--- config.mk ---
export PLATFORM = sky130hd
export DESIGN_NAME = io_input_conditioner
export DESIGN_NICKNAME = d
export VERILOG_FILES = /design/src/rtl/io_input_pkg.sv /design/src/rtl/io_input_conditioner_debounce_cell.sv /design/src/rtl/io_input_conditioner.sv
export SDC_FILE = /design/constraint.sdc
export NUM_CORES = 1
export LEC_CHECK = 0
export ABC_AREA = 1
export ABC_CLOCK_PERIOD_IN_PS = 2300
export CAP_MARGIN = 10
export CORE_UTILIZATION = 33
export DETAILED_ROUTE_END_ITERATION = 8
export GPL_TIMING_DRIVEN = 0
export PLACE_DENSITY = 0.58
export RECOVER_POWER = 50
export SYNTH_ARGS = -nofsm -noshare
export SYNTH_HDL_FRONTEND = slang
export SYNTH_SLANG_ARGS = --single-unit
export TNS_END_PERCENT = 20
--- constraint.sdc ---
create_clock -name clk_i -period 2.3 [get_ports clk_i]
set_clock_uncertainty 0.15 [all_clocks]
set_input_delay 0.46 -clock clk_i [delete_from_list [all_inputs] [get_ports clk_i]]
set_output_delay 0.46 -clock clk_i [all_outputs]
set_load 0.1 [all_outputs]
--- src/rtl/io_input_pkg.sv ---
// Field offsets of the packed word handed to the input-peripheral bank.
package io_input_pkg;

  localparam int DATA_W       = 32;
  localparam int SW_LSB       = 0;
  localparam int BTN_LVL_LSB  = 20;
  localparam int BTN_FLAG_LSB = 24;

endpackage

--- src/rtl/io_input_conditioner_debounce_cell.sv ---
// One raw input bit: two-flop synchroniser, tick-sampled history and
// debounced output flop. RST_LVL is the idle level of the pin, so that a
// cell leaving reset does not see a false transition.
module debounce_cell #(
  parameter int   STABLE_SAMPLES = 4,
  parameter logic RST_LVL        = 1'b0
) (
  input  logic clk_i,
  input  logic rst_ni,
  input  logic tick,
  input  logic raw,
  output logic level
);

  logic                      sync_q1;
  logic                      sync_q2;
  logic [STABLE_SAMPLES-1:0] hist;
  logic [STABLE_SAMPLES-1:0] hist_next;

  assign hist_next = {hist[STABLE_SAMPLES-2:0], sync_q2};

  // Two back-to-back flops, nothing in between, to resolve metastability.
  always_ff @(posedge clk_i or negedge rst_ni) begin
    if (!rst_ni) begin
      sync_q1 <= RST_LVL;
      sync_q2 <= RST_LVL;
    end else begin
      sync_q1 <= raw;
      sync_q2 <= sync_q1;
    end
  end

  // On each tick shift in a sample; the output only moves on a unanimous history.
  always_ff @(posedge clk_i or negedge rst_ni) begin
    if (!rst_ni) begin
      hist  <= {STABLE_SAMPLES{RST_LVL}};
      level <= RST_LVL;
    end else if (tick) begin
      hist <= hist_next;
      if (&hist_next) begin
        level <= 1'b1;
      end else if (~|hist_next) begin
        level <= 1'b0;
      end
    end
  end

endmodule

--- src/rtl/io_input_conditioner.sv ---
// Conditions raw switches and active-low push-buttons into the 32-bit word
// read by the input-peripheral bank: debounced levels plus sticky press flags.
module io_input_conditioner
  import io_input_pkg::*;
#(
  parameter int SW_WIDTH       = 18,
  parameter int BTN_WIDTH      = 4,
  parameter int TICK_DIV       = 125000,
  parameter int STABLE_SAMPLES = 4
) (
  input  logic                 clk_i,
  input  logic                 rst_ni,
  input  logic [SW_WIDTH-1:0]  io_sw_i,
  input  logic [BTN_WIDTH-1:0] io_btn_i,
  input  logic [BTN_WIDTH-1:0] flag_clr_i,
  output logic [DATA_W-1:0]    sw_data_o,
  output logic [BTN_WIDTH-1:0] btn_press_o
);

  localparam int CNT_W = $clog2(TICK_DIV);

  logic [CNT_W-1:0]     tick_cnt;
  logic                 tick;
  logic [SW_WIDTH-1:0]  sw_deb;
  logic [BTN_WIDTH-1:0] btn_lvl;
  logic [BTN_WIDTH-1:0] pressed;
  logic [BTN_WIDTH-1:0] pressed_q;
  logic [BTN_WIDTH-1:0] rise;
  logic [BTN_WIDTH-1:0] flag;
  logic [BTN_WIDTH-1:0] flag_next;
  logic [DATA_W-1:0]    word;

  assign tick = (tick_cnt == CNT_W'(TICK_DIV - 1));

  // Shared sample tick: free-running 0..TICK_DIV-1, wrapping on the tick edge.
  always_ff @(posedge clk_i or negedge rst_ni) begin
    if (!rst_ni) begin
      tick_cnt <= '0;
    end else if (tick) begin
      tick_cnt <= '0;
    end else begin
      tick_cnt <= tick_cnt + CNT_W'(1);
    end
  end

  for (genvar i = 0; i < SW_WIDTH; i++) begin : g_sw
    debounce_cell #(
      .STABLE_SAMPLES (STABLE_SAMPLES),
      .RST_LVL        (1'b0)
    ) u_cell (
      .clk_i  (clk_i),
      .rst_ni (rst_ni),
      .tick   (tick),
      .raw    (io_sw_i[i]),
      .level  (sw_deb[i])
    );
  end

  // Buttons idle high, so their cells reset to 1 and are inverted afterwards.
  for (genvar i = 0; i < BTN_WIDTH; i++) begin : g_btn
    debounce_cell #(
      .STABLE_SAMPLES (STABLE_SAMPLES),
      .RST_LVL        (1'b1)
    ) u_cell (
      .clk_i  (clk_i),
      .rst_ni (rst_ni),
      .tick   (tick),
      .raw    (io_btn_i[i]),
      .level  (btn_lvl[i])
    );
  end

  assign pressed   = ~btn_lvl;
  assign rise      = pressed & ~pressed_q;
  // A new press outranks a simultaneous clear.
  assign flag_next = rise | (flag & ~flag_clr_i);

  // Press edge detection, one-cycle press pulse and sticky flags.
  always_ff @(posedge clk_i or negedge rst_ni) begin
    if (!rst_ni) begin
      pressed_q   <= '0;
      btn_press_o <= '0;
      flag        <= '0;
    end else begin
      pressed_q   <= pressed;
      btn_press_o <= rise;
      flag        <= flag_next;
    end
  end

  // Assemble the output word; flags are taken from their next value so the
  // word always agrees with the press pulse issued on the same edge.
  always_comb begin
    word                                = '0;
    word[SW_LSB +: SW_WIDTH]            = sw_deb;
    word[BTN_LVL_LSB +: BTN_WIDTH]      = pressed;
    word[BTN_FLAG_LSB +: BTN_WIDTH]     = flag_next;
  end

  // Whole word registered at once so the reader never sees a partial update.
  always_ff @(posedge clk_i or negedge rst_ni) begin
    if (!rst_ni) begin
      sw_data_o <= '0;
    end else begin
      sw_data_o <= word;
    end
  end

endmodule

# After elaboration in Yosys (flattened, before gate mapping)
# Index checks and enable logic that the tools add are counted.
[op_classes] addsub=1 n_eq_ne=23 n_mux=45 n_bitwise=6 reduce_logical=66
[op_table] op="4-bit AND reduction" n=22
[op_table] op="4-bit OR reduction" n=22
[op_table] op="1-bit 2-to-1 mux" n=44
[op_table] op="2-bit by 1-bit != test with 1-bit output (second input constant)" n=22
[op_table] op="2-bit AND reduction" n=22
[op_table] op="17-bit by 1-bit adder with 17-bit output (second input constant)" n=1
[op_table] op="17-bit equality test (second input constant)" n=1
[op_table] op="17-bit 2-to-1 mux" n=1
[op_table] op="4-bit NOT" n=3
[op_table] op="4-bit AND" n=2
[op_table] op="4-bit OR" n=1
[totals] regBits=187 inputBits=28 word_cells=234

# Depth between registers and ports, before layout
[depth] depth_word=3 ltp_mapped=11 mapped_depth_nobuf=9

# Cells and area by module
# Synthesis repeated with hierarchy kept, for this count alone.
[unflattened] hier_cells=686 hier_area_um2=6680.2
[modules_own_cells] mod="debounce_cell (g_sw[0].u_cell ...)" instances=18 cells_per_inst=22 area_per_inst_um2=217.7 seq_area_each_um2=150.1
[modules_own_cells] mod="io_input_conditioner" instances=1 cells_per_inst=202 area_per_inst_um2=1860.5 seq_area_each_um2=1176.1
[modules_own_cells] mod="debounce_cell (g_btn[0].u_cell ...)" instances=4 cells_per_inst=22 area_per_inst_um2=225.2 seq_area_each_um2=157.7

# Least setup slack after synthesis
# No wires, ideal clock.
[synth_timing] path_type="register to register" start="register tick_cnt[0]" end="register g_sw[0].u_cell.hist[0]" setup_ns=0.117 t_arrival_ns=1.313 required_ns=2.033 setup_slack_ns=0.720 stages_incl_launch_ff=12 path_buffers=2 path_cell_list="dfrtp_1 -> ha_1 -> nand2_1 -> nor2_1 -> nand2_1 -> inv_2 -> nand2_2 -> buf_6 -> buf_6 -> nand2_1 -> o21ai_1 -> inv_1"
[synth_via] elab_chain_len=1
[synth_rtl] item="start, declared" line="io_input_conditioner.sv:22" rtl="logic [CNT_W-1:0] tick_cnt;"
[synth_rtl] item="start signal, assigned" line="io_input_conditioner.sv:42" rtl="tick_cnt <= tick_cnt + CNT_W'(1);"
[synth_rtl] item="17-bit equality test" line="io_input_conditioner.sv:33" rtl="assign tick = (tick_cnt == CNT_W'(TICK_DIV - 1));"
[synth_rtl] item="end signal, assigned" line="io_input_conditioner_debounce_cell.sv:36" rtl="hist <= {STABLE_SAMPLES{RST_LVL}};"
[synth_rtl] item="end signal, assigned" line="io_input_conditioner_debounce_cell.sv:39" rtl="hist <= hist_next;"
[synth_rtl] item="end, declared" line="io_input_conditioner_debounce_cell.sv:17" rtl="logic [STABLE_SAMPLES-1:0] hist;"
# Every way passes these cells.
# A chain may end at the register's enable or synchronous reset.

==> metrics.txt <==
R2R Path End=g_sw[9].u_cell.level; Avg Vias per Cell=4.38; Critical R2R Launch=tick_cnt[0]; RSZ-0062 raised after global routing=no; vias in the first global route=4396; CTS Buf Count=17; syn avg cell area=9.56 um2; CP Class=register to primary output; gr usage total=0.143; Combinational Power Share=0.027; Routed Antenna Nets=0; commonest non-fill, non-tap cell in the layout=nand2_1; CP Cell Sequence=dlygate4sd2_1; Worst setup EP type=primary output; Clk pwr share=0.452; clk_lat worst skew=0.43 ns; Avg WL per Cell=13.0 um; Leakage=4.28 nW; largest delay contributor family on the critical path=buffers and inverters; fin crit period=2.26 ns; internal power=4.68 mW; initial DRC count=284; Die Footprint=0.0216 mm2; hold path depth=0; PD cells=734 mW/mm2; Area Growth Syn to Fin=21.4%; outcome=finished, final reports clean; GP Congestion=0.782; Crit path largest cell delay=0.86 ns; Die Ht=147 um; synth warn=0; Post-DP HPWL=8.88 mm; hold endpoint=g_sw[13].u_cell.sync_q2; initial core utilization=0.339; largest net degree at the start of global routing=110; IO buf count=57; Max Slew Vio Count=0; Max Clk Rate=443 MHz; sw power=1.49 mW; critical path depth=1; worst vdd ir=0.459 mV; post-layout net count=837; slew margin rel.=0.354; Overflow after GRT=0; layout cells sized above 1=0.106; Worst path slowest cell=dlygate4sd2_1; critical path arrival=1.65 ns; setup bufs post-CTS=0; Final setup viols=0; synth unique cells=26; Ports=64; Critical path buffers and inverters=1; final period utilization=0.981; Worst Tran Pin Value=0.969 ns; Rows=52; Syn Std Cell Area=0.00693 mm2; sequential fraction of design power=0.521; Min-Delay Startpoint=g_sw[13].u_cell.sync_q1; CP Max Fanout=3; first-pass GRT wire length=23.5 mm; hold_ws=0.199 ns; via count=4772; Design Power=6.17 mW; DRC viols=0; CP Launch Type=register; Post-Synthesis Cells=725; Die X=147 um; worst r2r path cells=9; H-tree Lvls=4; Critical Path RT=1.69 ns; First-pass DRT Iterations=4; post-synthesis sequential area ratio=0.651; R2R setup slack=0.32 ns; Reg clk slew, reported paths=0.07 ns; CTS sink count=179; initial antenna violation count=0; max-cap viol count=0; final wirelength=14.2 mm; Root Driver=clkbuf_16; Core ar.=0.0204 mm2; Hold Fails Final Rpt=0; worst hold path class=register to register; diodes inserted=0; maximum clock insertion buffer count=2; synthesized flop and latch total=179; Sw Share=0.242; commonest non-fill, non-tap cells in the layout=nand2_1, dfrtp_1, inv_1, nor2_1, o21ai_1; CTS tree=yes
-- synth_stat cells, drive strengths merged --
cell type  count  area [um2]
nand4         25         156
nand3b         1        7.51
dfrtp        155        3880
nor3          20         100
dfstp         24         631
clkbuf         2        7.51
conb           1        3.75
o21ai         67         335
o22ai          4        25.0
and2           1        6.26
nor2          68         268
buf           27         186
nand2        189         712
xor2           6        52.6
xnor2          1        8.76
nand3         32         160
ha             1        12.5
a21oi          1        5.00
inv          100         375
-- flip-flops by register name (all words and copies together), names as in the netlist --
register / flops
g_btn.u_cell.level: 4
btn_press_o: 4
sw_data_o: 19
g_sw.u_cell.sync_q1: 18
g_btn.u_cell.sync_q2: 4
g_sw.u_cell.level: 18
pressed_q: 3
g_btn.u_cell.sync_q1: 4
tick_cnt: 17
g_sw.u_cell.sync_q2: 18
g_btn.u_cell.hist: 12
flag: 4
g_sw.u_cell.hist: 54
-- cells by family after synthesis --
| group | synth area share |
|---|---|
| and+or+nand+nor | 0.203 |
| DFF | 0.651 |
| buffers and inverters | 0.0821 |
| AOI/OAI and AO/OA | 0.0527 |
| xor gates and xnor gates | 0.00884 |
| adders and majority gates | 0.00180 |
| other | 0.000541 |
-- layer usage --
| layer | share of wire | vias up | wire length, um | global-route usage |
|---|---|---|---|---|
| met1 | 0.49 | 2235 | 6980 | 0.201 |
| met5 | 0 | - | 0 | 0 |
| met4 | 0.013 | 0 | 185 | 0.0510 |
| met3 | 0.043 | 17 | 614 | 0.0351 |
| met2 | 0.45 | 94 | 6430 | 0.215 |
| li1 | - | 2426 | - | - |
-- per-stage QoR --
stage | std cells | setup WS (ns) | setup TNS (ns) | util | area [um2]
detailed placement | 1058 | 0.197 | 0 | 0.386 | 7890
CTS | 1090 | 0.00551 | 0 | 0.413 | 8440
floorplan | 730 | 0.720 | 0 | - | 6950
global placement | 1057 | -6.91 | -1177.71 | 0.385 | 7860
global route | 1090 | 0.000886 | 0 | 0.412 | 8410
finish | 1090 | 0.0434 | 0 | 0.412 | 8410
-- area by class of cell --
cell class / count / area, um2
clock inverter: 14 / 148
clock buffer: 17 / 425
timing repair buffer: 59 / 554
buffer: 29 / 194
multi-input combinational: 422 / 1870
inverter: 100 / 375
tap: 270 / 338
sequential: 179 / 4510
fill: 2032 / 12000
-- power by group through the flow --
stage                     sequential [mW]  combinational [mW]  clock [mW]
final                                3.22               0.166        2.79
after CTS                            3.22               0.184        2.87
after global routing                 3.22               0.188        3.02
after detailed placement             3.28               0.182           0
after global placement               3.28               0.176           0
after floorplan                      3.27              0.0650           0
-- worst max-delay path by stage --
stage                   from                endpoint  slack [ns]
4_1_cts         pressed_q[0]           sw_data_o[20]       0.006
2_1_floorplan    tick_cnt[0]  g_sw[0].u_cell.hist[0]        0.72
3_3_place_gp          rst_ni            sw_data_o[9]       -6.91
6_report        pressed_q[1]           sw_data_o[21]        0.04
5_1_grt        sw_data_o[23]           sw_data_o[23]      0.0009
3_5_place_dp    pressed_q[2]           sw_data_o[22]        0.20
-- timing repair --
action | CTS | global route
pin swaps | 0 | 0
resized for setup | 31 | 4
cloned | 0 | 0
hold buffers | 1 | 0
endpoints found under the hold margin | 65 | 0
setup endpoints to repair | 30 | 3
No activity file was read; power rests on OpenSTA's default activity.
